--- src/rtl/v_hier_pkg.sv ---
// Shared defaults and the round-robin index helper for the v_hier channel array.
package v_hier_pkg;

  localparam int DEF_WIDTH    = 4;
  localparam int DEF_CHANNELS = 4;
  localparam int DEF_DEPTH    = 4;

  // Successor of cur in a ring of n channels.
  function automatic int rr_next(input int cur, input int n);
    int nxt;
    if (cur >= n - 1) begin
      nxt = 0;
    end else begin
      nxt = cur + 1;
    end
    return nxt;
  endfunction

endpackage

--- src/rtl/v_hier_chan.sv ---
// One channel FIFO: DEPTH entries, natural pointer wrap, registered occupancy count.
module v_hier_chan
  import v_hier_pkg::*;
#(
  parameter int WIDTH = DEF_WIDTH,
  parameter int DEPTH = DEF_DEPTH,
  localparam int AW   = $clog2(DEPTH)
) (
  input  logic             clk,
  input  logic             rst,
  input  logic             push,
  input  logic [WIDTH-1:0] din,
  input  logic             pop,
  output logic [WIDTH-1:0] dout,
  output logic             full,
  output logic             empty,
  output logic [AW:0]      count
);

  logic [WIDTH-1:0] mem [DEPTH];
  logic [AW-1:0]    wr_ptr;
  logic [AW-1:0]    rd_ptr;
  logic             do_push;
  logic             do_pop;

  // Guard against overflow/underflow even if the caller misbehaves.
  assign do_push = push && !full;
  assign do_pop  = pop && !empty;
  assign full    = (count == (AW + 1)'(DEPTH));
  assign empty   = (count == {(AW + 1){1'b0}});
  assign dout    = mem[rd_ptr];

  // Storage array write port.
  always_ff @(posedge clk) begin
    if (do_push) begin
      mem[wr_ptr] <= din;
    end
  end

  // Pointer and occupancy bookkeeping.
  always_ff @(posedge clk or posedge rst) begin
    if (rst) begin
      wr_ptr <= {AW{1'b0}};
      rd_ptr <= {AW{1'b0}};
      count  <= {(AW + 1){1'b0}};
    end else begin
      if (do_push) begin
        wr_ptr <= wr_ptr + {{(AW - 1){1'b0}}, 1'b1};
      end
      if (do_pop) begin
        rd_ptr <= rd_ptr + {{(AW - 1){1'b0}}, 1'b1};
      end
      case ({do_push, do_pop})
        2'b10:   count <= count + {{AW{1'b0}}, 1'b1};
        2'b01:   count <= count - {{AW{1'b0}}, 1'b1};
        default: count <= count;
      endcase
    end
  end

endmodule

--- src/rtl/v_hier_chan_array.sv ---
// CHANNELS buffered input channels merged round-robin onto one registered valid/ready stream.
module v_hier_chan_array
  import v_hier_pkg::*;
#(
  parameter int WIDTH    = DEF_WIDTH,
  parameter int CHANNELS = DEF_CHANNELS,
  parameter int DEPTH    = DEF_DEPTH,
  localparam int CW      = (CHANNELS > 1) ? $clog2(CHANNELS) : 1,
  localparam int AW      = $clog2(DEPTH)
) (
  input  logic                         clk,
  input  logic                         rst,
  input  logic [CHANNELS-1:0]          in_valid,
  output logic [CHANNELS-1:0]          in_ready,
  input  logic [CHANNELS*WIDTH-1:0]    avec,
  output logic [WIDTH-1:0]             qvec,
  output logic [CW-1:0]                q_chan,
  output logic                         q_valid,
  input  logic                         q_ready,
  output logic [CHANNELS*(AW+1)-1:0]   fill
);

  logic [CHANNELS-1:0]             push;
  logic [CHANNELS-1:0]             pop;
  logic [CHANNELS-1:0]             full;
  logic [CHANNELS-1:0]             empty;
  logic [CHANNELS-1:0][WIDTH-1:0]  douts;
  logic [CHANNELS-1:0][AW:0]       counts;
  logic [CW-1:0]                   last_grant;
  logic [CW-1:0]                   grant;
  logic [CW-1:0]                   idx;
  logic                            found;
  logic                            free;
  logic                            take;

  assign free = !q_valid || q_ready;
  assign take = free && found;
  assign fill = counts;

  for (genvar c = 0; c < CHANNELS; c++) begin : g_chan
    // in_ready comes from the registered count only, so a full FIFO never accepts
    // even when it is being popped in the same cycle.
    assign in_ready[c] = !full[c];
    assign push[c]     = in_valid[c] && in_ready[c];
    assign pop[c]      = take && (grant == CW'(c));

    v_hier_chan #(
      .WIDTH (WIDTH),
      .DEPTH (DEPTH)
    ) u_chan (
      .clk   (clk),
      .rst   (rst),
      .push  (push[c]),
      .din   (avec[c*WIDTH +: WIDTH]),
      .pop   (pop[c]),
      .dout  (douts[c]),
      .full  (full[c]),
      .empty (empty[c]),
      .count (counts[c])
    );
  end

  // Round-robin search starting one past the last granted channel.
  always_comb begin
    found = 1'b0;
    grant = last_grant;
    idx   = last_grant;
    for (int i = 0; i < CHANNELS; i++) begin
      idx   = CW'(rr_next(int'(idx), CHANNELS));
      grant = (!found && !empty[idx]) ? idx : grant;
      found = found || !empty[idx];
    end
  end

  // Output stage and grant pointer; both hold while the stage is stalled.
  always_ff @(posedge clk or posedge rst) begin
    if (rst) begin
      q_valid    <= 1'b0;
      qvec       <= {WIDTH{1'b0}};
      q_chan     <= {CW{1'b0}};
      last_grant <= CW'(CHANNELS - 1);
    end else if (free) begin
      if (found) begin
        q_valid    <= 1'b1;
        qvec       <= douts[grant];
        q_chan     <= grant;
        last_grant <= grant;
      end else begin
        q_valid    <= 1'b0;
      end
    end
  end

endmodule
--- config.mk ---
export PLATFORM = sky130hd
export DESIGN_NAME = v_hier_chan_array
export DESIGN_NICKNAME = d
export VERILOG_FILES = /design/src/rtl/v_hier_pkg.sv /design/src/rtl/v_hier_chan.sv /design/src/rtl/v_hier_chan_array.sv
export SDC_FILE = /design/constraint.sdc
export NUM_CORES = 1
export LEC_CHECK = 0
export ABC_AREA = 0
export BUFFER_PORTS_ARGS = -buffer_cell sky130_fd_sc_hd__buf_2
export CORE_MARGIN = 10
export CORE_UTILIZATION = 45
export CTS_CLUSTER_DIAMETER = 40
export DETAILED_ROUTE_END_ITERATION = 8
export GPL_TIMING_DRIVEN = 0
export PLACE_DENSITY = 0.74
export SLEW_MARGIN = 30
export SYNTH_ARGS = -nofsm -noshare
export SYNTH_HDL_FRONTEND = slang
export SYNTH_SLANG_ARGS = --single-unit
--- constraint.sdc ---
create_clock -name clk -period 3.2 [get_ports clk]
set_clock_uncertainty 0.2 [all_clocks]
set_input_delay 0.16 -clock clk [delete_from_list [all_inputs] [get_ports clk]]
set_output_delay 0.16 -clock clk [all_outputs]
set_load 0.005 [all_outputs]
# After elaboration in Yosys (flattened, before gate mapping)
# Memories as Yosys holds them, arrays and structs flattened.
# Cells that the tools add are included.
[word_totals]
ff_bits = 37
ramBits = 64
out_inout_bits = 23
word_cells = 144
mem_count = 4
[memory_table]
columns = ["name", "depth", "word_bits", "rd", "rd_ports_with_merged_regs", "wr", "line", "rtl"]
rows = [
  ["g_chan[0].u_chan.mem", 4, 4, 1, 0, 1, "v_hier_chan.sv:20", "logic [WIDTH-1:0] mem [DEPTH];"],
  ["g_chan[1].u_chan.mem", 4, 4, 1, 0, 1, "v_hier_chan.sv:20", ""],
  ["g_chan[2].u_chan.mem", 4, 4, 1, 0, 1, "v_hier_chan.sv:20", ""],
  ["g_chan[3].u_chan.mem", 4, 4, 1, 0, 1, "v_hier_chan.sv:20", ""],
]
[op_classes]
addsub = 20
n_lt_le_gt_ge = 9
n_eq_ne = 15
n_mux = 31
n_reduce_logical = 49
[ops]
columns = ["cell", "count"]
rows = [
  ["adder 2 x 1 -> 2 bit (second input constant)", 12],
  ["case mux 3 bit (2 select lines)", 4],
  ["logical AND 1 bit", 20],
  ["2-to-1 mux 2 bit", 8],
  ["zero test 1 bit", 15],
  ["< comparator 2 x 3 -> 1 bit (second input constant)", 5],
  ["2-to-1 mux 1 bit", 13],
  ["adder 3 x 1 -> 3 bit (second input constant)", 4],
  ["equality test 2 bit (second input constant)", 6],
  ["equality test 3 bit (second input constant)", 4],
  ["zero test 3 bit", 4],
  ["subtractor 3 x 1 -> 3 bit (second input constant)", 4],
  ["equality test 2 x 1 -> 1 bit (second input constant)", 5],
  ["binary-select mux 1 bit (select 2 bit)", 4],
  ["binary-select mux 4 bit (select 2 bit)", 1],
  [">= comparator 2 bit (second input constant)", 4],
  ["nonzero test 2 bit", 4],
  ["logical OR 1 bit", 4],
  ["2-to-1 mux 4 bit", 1],
  ["zero test 2 bit", 1],
  ["AND reduction 2 bit", 1],
]

# Depth between registers and ports, before layout
# Gate-level depths: netlist (run 1).
[logic_depth]
ltp_word = 18
mapped_depth = 13
ltp_nobuf = 12

# Cells and area by module
# Synthesis (run 1) repeated with hierarchy kept, for this count alone.
[hier_totals]
hier_cells = 362
hier_area_um2 = 5086.1
[modules_own_cells]
columns = ["module", "n_inst", "cells_each", "area_per_inst_um2", "seq_area_each_um2"]
rows = [
  ["v_hier_chan", 4, 59, 1021.0, 655.6],
  ["v_hier_chan_array", 1, 126, 1002.2, 227.7],
]

# Worst setup path before layout (run 1)
# OpenSTA, ideal clock, no wires.
[synth_path]
path_kind = "register to register"
startpoint = "reg last_grant[0]"
endpoint = "reg g_chan[3].u_chan.count[2]"
setup_time_ns = 0.079
arrival_ns = 3.280
t_required_ns = 2.921
slack_ns = -0.359
path_stages_with_launch = 14
n_path_buf = 1
period_less_slack_ns = 3.559
cell_sequence = "dfstp_2 ha_1 or2_2 clkbuf_2 mux4_2 a2111oi_4 or4_4 nor3b_4 ha_1 inv_1 fa_1 xor2_1 nor2_1 xor2_1"
[synth_between]
elab_chain_len = 18
elab_cells_between_ends = 44
classes_between = "4 x add/sub; 4 x order compare; 3 x eq/ne; 17 x mux; 16 x reduce/logical"
[synth_lines]
columns = ["element", "line", "rtl"]
rows = [
  ["start: declaration", "v_hier_chan_array.sv:29", "logic [CW-1:0] last_grant;"],
  ["start signal: assignment", "v_hier_chan_array.sv:81", "last_grant <= CW'(CHANNELS - 1);"],
  ["start signal: assignment", "v_hier_chan_array.sv:87", "last_grant <= grant;"],
  ["adder 2 x 1 -> 2 bit or >= comparator 2 bit (tied branches)", "v_hier_pkg.sv:14, v_hier_pkg.sv:11", ""],
  ["2-to-1 mux 2 bit", "v_hier_pkg.sv:11", "if (cur >= n - 1) begin"],
  ["adder 2 x 1 -> 2 bit or >= comparator 2 bit (tied branches)", "v_hier_pkg.sv:14, v_hier_pkg.sv:11", ""],
  ["2-to-1 mux 2 bit", "v_hier_pkg.sv:11", ""],
  ["adder 2 x 1 -> 2 bit or >= comparator 2 bit (tied branches)", "v_hier_pkg.sv:14, v_hier_pkg.sv:11", ""],
  ["2-to-1 mux 2 bit", "v_hier_pkg.sv:11", ""],
  ["adder 2 x 1 -> 2 bit (tied with other cells)", "v_hier_pkg.sv:14", "nxt = cur + 1;"],
  ["2-to-1 mux 2 bit or 2-to-1 mux 1 bit (tied branches)", "v_hier_pkg.sv:11, v_hier_chan_array.sv:70, v_hier_chan_array.sv:71", ""],
  ["[... 3 more ...]", "--", ""],
  ["logical AND 1 bit", "v_hier_chan_array.sv:70", "grant = (!found && !empty[idx]) ? idx : grant;"],
  ["2-to-1 mux 2 bit", "v_hier_chan_array.sv:70", ""],
  ["equality test 2 bit", "v_hier_chan_array.sv:45", "assign pop[c] = take && (grant == CW'(c));"],
  ["logical AND 1 bit *", "v_hier_chan_array.sv:45", ""],
  ["logical AND 1 bit *", "v_hier_chan.sv:28", "assign do_pop = pop && !empty;"],
  ["named net g_chan[3].u_chan.do_pop", "v_hier_chan.sv:24", "logic do_pop;"],
  ["equality test 2 x 1 -> 1 bit or equality test 2 bit (tied branches)", "v_hier_chan.sv:53", "case ({do_push, do_pop})"],
  ["case mux 3 bit (2 select lines) or nonzero test 2 bit (tied branches)", "--", ""],
  ["end signal: assignment", "v_hier_chan.sv:54", "2'b10: count <= count + {{AW{1'b0}}, 1'b1};"],
  ["end signal: assignment", "v_hier_chan.sv:55", "2'b01: count <= count - {{AW{1'b0}}, 1'b1};"],
  ["end signal: assignment", "v_hier_chan.sv:56", "default: count <= count;"],
  ["end: declaration", "v_hier_chan.sv:17", "output logic [AW:0] count"],
]
# Mark *: on every way through the listed nets, which the timed path passes. The rest lies on a longest branch. The select of a mux whose other input is x is not followed.
# A chain may end at the register's enable or synchronous reset.

# Worst setup path after layout (run 1)
# Ends and elaborated chain as after synthesis.

==> results.json, run 1 <==
{
  "area_delta_synth_final_pct": 24.3,
  "grt_first_pass_wirelength_um": 15300,
  "ys_seq_elements": 101,
  "seq_area_frac_synth_pct": 60.6,
  "synth_top_area_share_pct": 40.9,
  "vdd_ir_drop_max_uv": 518,
  "min_to": "g_chan[1].u_chan.wr_ptr[0]",
  "die_w_um": 122,
  "synth_edf_count": 64,
  "netlist_top_cells_area": "edfxtp_1, dfrtp_1, mux4_2, ha_1, xor2_1",
  "clockRootBuffer": "clkbuf_8",
  "ios": 46,
  "hp-class": "input pin to flop",
  "gr-total-overflow": 0,
  "reg2reg_to": "g_chan[3].u_chan.count[2]",
  "reg2regPathDepth": 12,
  "finalWirelength_um": 9480,
  "postRouteAntennaNets": 0,
  "crit_path_end_kind": "flop",
  "critPathMostFrequentCell": "xor2_1",
  "die_area_um2": 14900,
  "final_core_util_pct": 57.1,
  "hold_viol_final": 0,
  "dr.first_iter.drc_count": 107,
  "power_density_nw_per_um2": 1000,
  "critPathMaxFanout": 6,
  "setup_slack_ns": -0.222,
  "cts_buffer_depth": 2,
  "dr.pass1.iters": 4,
  "critPathRequiredTime_ns": 3.28,
  "max-slew-margin-rel_pct": 60.5,
  "yosysTopAreaCell": "edfxtp_1",
  "netlist_instances": 319,
  "syn_area_per_cell_um2": 14.7,
  "setup_viol_count_final": 6,
  "p_leak_nw": 2.37,
  "ys.flop_type": "edfxtp_1",
  "yosysWarnings": 0,
  "max_slew.worst_pin.slew_ns": 0.591,
  "vias_per_cell": 5.23,
  "antennaDiodeCount": 0,
  "violations": "negative setup slack",
  "rows": 37,
  "yosysMostFrequentCell": "edfxtp_1",
  "grt_util_all_layers_pct": 13.1,
  "clkSinkCount": 101,
  "cap_violations": 0,
  "fp.dieH_um": 122,
  "timing.final.crit_period_ns": 3.42,
  "clk_pin_slew_ns": 0.09,
  "whs_path_depth": 3,
  "dp_hpwl_um": 6750,
  "grt_pass1_vias": 3041,
  "core_um2": 10200,
  "status": "finished, violations left",
  "cts_max_level": 3,
  "ys_types": 45,
  "vias": 2913,
  "start_util_pct": 46.0,
  "cp.arrival_ns": 3.50,
  "ys_top_cells_by_count": "edfxtp_1, dfrtp_1, inv_1, ha_1",
  "critical_path_class": "flop to flop",
  "antenna_found_initial": 0,
  "grt_setup_unrepaired": "true",
  "cts_buffers": 9,
  "place_congestion": 0.802,
  "drive_above_1_share_pct": 33.7,
  "drv_slew": 0,
  "synth_area_um2": 4700,
  "wire_per_inst_um": 17.0,
  "async_flop_share_pct": 36.6,
  "crit_slowest_cell": "dfstp_2",
  "r2r_start": "last_grant[0]",
  "nets": 464,
  "port_buffers": 45,
  "grt_start_max_net_pins": 22,
  "max_freq_mhz": 292,
  "fin_setup_tns_ns": -0.690,
  "cts_tree": "done",
  "worstPathCellList": "ha_4 -> or2_4 -> mux4_2 -> a2111oi_4 -> or4_4 -> nor3b_4 -> ha_2 -> inv_2 -> fa_2 -> xor2_1 -> nor2_1 -> xor2_1",
  "slowest_delay_ns": 0.60,
  "drc": 0,
  "start_kind": "flop",
  "reg2reg_slack_ns": -0.22,
  "min_period_over_period_pct": 107,
  "synth_nets": 367,
  "fill_cells": 801,
  "min_from": "in_valid[1]",
  "clk_latency_ns": 0.36
}
cell families after synthesis:
family          Yosys count  synth area share, %
simple gates             80                 9.87
buf+inv                  36                 3.25
flops                   101                 60.6
compound gates           27                 4.47
xor+xnor                 24                 4.47
fa+ha+maj                25                 7.29
mux                      26                 10.1
state kept, by name, indices dropped and copies added (netlist names):
| name | flops |
|---|---|
| g_chan.u_chan.rd_ptr | 8 |
| g_chan.u_chan.mem | 64 |
| qvec | 4 |
| last_grant | 2 |
| q_chan | 2 |
| g_chan.u_chan.wr_ptr | 8 |
| q_valid | 1 |
| g_chan.u_chan.count | 12 |
how the worst max path moves through the flow:
stage | start | to | slack, ns | cells after the start
2_1_floorplan | last_grant[0] | g_chan[3].u_chan.count[2] | -0.12 | 13
3_3_place_gp | last_grant[1] | g_chan[1].u_chan.count[2] | -0.37 | 12
3_5_place_dp | last_grant[1] | g_chan[1].u_chan.count[2] | -0.41 | 12
4_1_cts | g_chan[2].u_chan.count[2] | g_chan[3].u_chan.count[2] | -0.28 | 12
5_1_grt | g_chan[3].u_chan.count[1] | g_chan[3].u_chan.count[2] | -0.34 | 11
6_report | last_grant[0] | g_chan[3].u_chan.count[2] | -0.22 | 12
what timing repair did:
item / in CTS / in global routing
hold buffers: 19 / 0
cloned: 0 / 0
pin swaps: 8 / 13
gates resized for setup: 15 / 20
endpoints found under the hold margin: 101 / 0
buffers inserted: 20 / 5
setup endpoints to repair: 8 / 8
power breakdown:
part / total, mW / internal [mW] / leakage, nW / switching (mW)
sequential: 2.09 / 1.83 / 1.02 / 0.252
clock: 0.853 / 0.442 / 0.105 / 0.411
combinational: 2.93 / 1.45 / 1.25 / 1.49
total: 5.87 / 3.72 / 2.37 / 2.15
stage by stage:
step	std cells	cell area, um^2	setup slack (ns)	hold WS (ns)	power [mW]
2_1_floorplan	319	4730	-0.121	0.0589	3.89
3_3_place_gp	500	5120	-0.369	0.172	4.47
3_5_place_dp	501	5150	-0.408	0.0179	4.58
4_1_cts	553	5740	-0.279	0.00667	5.71
5_1_grt	557	5850	-0.342	0.0317	6.28
6_report	557	5850	-0.222	0.00843	5.87
area by class of cell:
| type | instances | area (um^2) | share of cell area (%) |
|---|---|---|---|
| Timing Repair Buffer | 90 | 631 | 10.8 |
| Sequential cell | 101 | 2850 | 48.8 |
| Multi-Input combinational cell | 182 | 1860 | 31.7 |
| Clock buffer | 12 | 135 | 2.31 |
| Buffer | 6 | 30.0 | 0.514 |
| Tap cell | 136 | 170 | 2.91 |
| Inverter | 26 | 97.6 | 1.67 |
| Clock inverter | 4 | 73.8 | 1.26 |
critical path, delay by kind of cell (launching register included):
kind / cells / cell delay [ns]
AND/OR/NAND/NOR: 4 / 0.74
adder cells (fa/ha/maj): 3 / 0.70
multiplexers: 1 / 0.51
flip-flops: 1 / 0.60
AO/OA/AOI/OAI: 1 / 0.24
XOR/XNOR: 2 / 0.29
buffers and inverters: 1 / 0.04
layer usage:
layer	GRT usage (%)	vias to the layer above	wire, um	part of all wire (%)
met5	0	-	0	0
met4	6.11	0	177	1.9
met3	1.97	12	378	4.0
met2	21.6	71	4820	51
met1	16.7	1459	4100	43
li1	-	1371	-	-
layout by cell type, fill, tap and decap left out, types with 5 or more instances in the layout:
| cell | count |
|---|---|
| edfxtp_1 | 64 |
| buf_2 | 45 |
| dfrtp_1 | 32 |
| buf_4 | 25 |
| inv_1 | 22 |
| dlygate4sd3_1 | 19 |
| nand2_1 | 18 |
| and3_1 | 17 |
| mux4_2 | 17 |
| ha_1 | 16 |
| xor2_1 | 13 |
| xnor2_1 | 11 |
| mux2i_1 | 9 |
| clkbuf_8 | 9 |
| nand3_1 | 8 |
| o21ai_0 | 7 |
| nor2_1 | 6 |
| clkbuf_1 | 6 |
| o21ai_1 | 5 |
Note: power is estimated with default switching activity, not from simulation.
==> inputs of run 2 (changes only) <==
--- a/config.mk
+++ b/config.mk
@@ -13,6 +13,7 @@
 export DETAILED_ROUTE_END_ITERATION = 8
 export GPL_TIMING_DRIVEN = 0
 export PLACE_DENSITY = 0.74
+export RECOVER_POWER = 100
 export SLEW_MARGIN = 30
 export SYNTH_ARGS = -nofsm -noshare
 export SYNTH_HDL_FRONTEND = slang
==> run 2 against run 1 <==
  * Total power decreased by 2.1%
  * Cell area decreased by 2.0%
  * Die area unchanged
  * Hold slack improved by 0.048 ns
  * Non-clock buffer count unchanged
  * Setup slack improved by 0.0094 ns
  * Sequential share of layout area increased by 0.98 points
  * Highest routed layer unchanged
  * First-iteration DRC count increased by 19%
  * Register-to-register slack about the same
  * Count of clock-buffer cells in the layout unchanged
  * The flow still finishes with violations (negative setup slack)
  * Flip-flop and latch count unchanged
==> results.json, run 2 (synthesis results as in run 1) <==
{
  "status": "finished, violations left",
  "violations": "negative setup slack",
  "ios": 46,
  "worstPathCellList": "ha_4 -> or2_4 -> mux4_2 -> a2111oi_4 -> or4_4 -> nor3b_4 -> ha_2 -> inv_2 -> fa_2 -> xor2_1 -> nor2_1 -> xor2_1",
  "fin_area_um2": 5730,
  "dpl.cell_count": 501,
  "dr.first_iter.drc_count": 127,
  "grt_first_pass_wirelength_um": 15300,
  "setup_viol_count_final": 8,
  "hp-class": "input pin to flop",
  "hold_ws_ns": 0.0566,
  "grt_util_all_layers_pct": 13.1,
  "post-place-ws_ns": -0.408,
  "largestRegisters": "g_chan.u_chan.mem x64, g_chan.u_chan.count x12",
  "start_util_pct": 46.0,
  "max_freq_mhz": 293,
  "area_delta_synth_final_pct": 21.8,
  "critical_path_class": "flop to flop",
  "die_area_um2": 14900,
  "antennaDiodeCount": 0,
  "power_density_nw_per_um2": 1000,
  "finalWirelength_um": 9490,
  "vdd_ir_drop_max_uv": 499,
  "antenna_found_initial": 0,
  "port_buffers": 45,
  "cts_buffers": 9,
  "final_core_util_pct": 56.0,
  "max-slew-margin-rel_pct": 32.1,
  "cts_max_level": 3,
  "place_congestion": 0.802,
  "grt_pass1_vias": 3041,
  "wire_per_inst_um": 17.0,
  "dpl-instance-area_um2": 5150,
  "drv_slew": 0,
  "final_cell_mix": "edfxtp_1, clkbuf_1, dfrtp_1",
  "cts_buffer_depth": 2,
  "clk_latency_ns": 0.36,
  "drive_above_1_share_pct": 23.5,
  "vias": 2888,
  "rows": 37,
  "cts_tree": "done",
  "final_cells": 557,
  "cap_violations": 0,
  "start_kind": "flop",
  "critPathMaxFanout": 6,
  "clkSinkCount": 101,
  "grt_setup_unrepaired": "true",
  "clk_pin_slew_ns": 0.09,
  "die_w_um": 122,
  "dr.pass1.iters": 4,
  "final_common_cell": "edfxtp_1",
  "fin_setup_tns_ns": -0.855,
  "slowest_delay_ns": 0.59,
  "fp.dieH_um": 122,
  "p_leak_nw": 2.25,
  "timing.final.crit_period_ns": 3.41,
  "setup_slack_ns": -0.213,
  "postRouteAntennaNets": 0,
  "crit_slowest_cell": "dfstp_2",
  "crit_path_end_kind": "flop",
  "vias_per_cell": 5.18,
  "nets": 464,
  "fin_total_pwr_mw": 5.74,
  "gr-total-overflow": 0,
  "drc": 0,
  "min_period_over_period_pct": 107,
  "hold_viol_final": 0,
  "regMostFlops": "g_chan.u_chan.mem",
  "clockRootBuffer": "clkbuf_8",
  "max_slew.worst_pin.slew_ns": 1.02,
  "cp.arrival_ns": 3.49,
  "core_um2": 10200,
  "critPathRequiredTime_ns": 3.27,
  "grt_start_max_net_pins": 22,
  "dp_hpwl_um": 6750,
  "largest_reg_flops": 64,
  "critPathMostFrequentCell": "xor2_1"
}
==> run 2: cell count changes in the layout (fill, tap and decap cells not counted), sizes merged <==
cell / previous run / this run
clkbuf: 15 / 54
buf: 74 / 35
==> run 2: timing repair <==
action	4_1_cts	5_1_grt
hold buffers	19	0
gates cloned	0	0
endpoints found under the setup margin	8	8
setup buffers	20	5
resized for setup	15	20
endpoints found under the hold margin	101	0
pin swaps	8	13
==> run 2: layer usage <==
| layer | track usage (%) | share of wire, % | up-vias |
|---|---|---|---|
| li1 | - | - | 1370 |
| met1 | 16.7 | 43 | 1451 |
| met2 | 21.6 | 52 | 61 |
| met3 | 1.97 | 4.1 | 6 |
| met4 | 6.11 | 0.95 | 0 |
| met5 | 0 | 0 | - |
==> run 2: cell type report <==
cell class                 instances  area, um^2
buffer                             6        23.8
inverter                          26        97.6
clock inverter                     4        73.8
multi-input combinational        182        1840
timing repair buffer              90         541
clock buffer                      12         135
sequential                       101        2850
tap                              136         170
fill                             826        4500
==> run 2: path summary, 6_finish.rpt <==
path / startpoint / to / slack (ns) / cells past startpoint
worst max-delay path: last_grant[0] / g_chan[3].u_chan.count[2] / -0.21 / 12
worst min-delay path: in_valid[1] / g_chan[1].u_chan.wr_ptr[0] / 0.06 / 3
worst max register to register: last_grant[0] / g_chan[3].u_chan.count[2] / -0.21 / 12
worst min register to register: qvec[3] / qvec[3] / 0.29 / 2
max in group asynchronous: rst / g_chan[3].u_chan.rd_ptr[1] / 1.10 / 4
min in group asynchronous: rst / g_chan[2].u_chan.wr_ptr[0] / 0.30 / 3
==> run 2: critical path: cells and delay by family (launching register included) <==
family                     cells  cell delay [ns]
AOI/OAI and AO/OA              1             0.24
xor gates and xnor gates       2             0.29
adders and majority gates      3             0.70
buffers and inverters          1             0.04
DFF                            1             0.59
and+or+nand+nor                4             0.74
muxes                          1             0.52
==> run 2: report_power, final <==
| part | internal [mW] | total (mW) | switching (mW) |
|---|---|---|---|
| logic | 1.34 | 2.81 | 1.48 |
| clock network | 0.442 | 0.849 | 0.407 |
| registers | 1.83 | 2.08 | 0.252 |
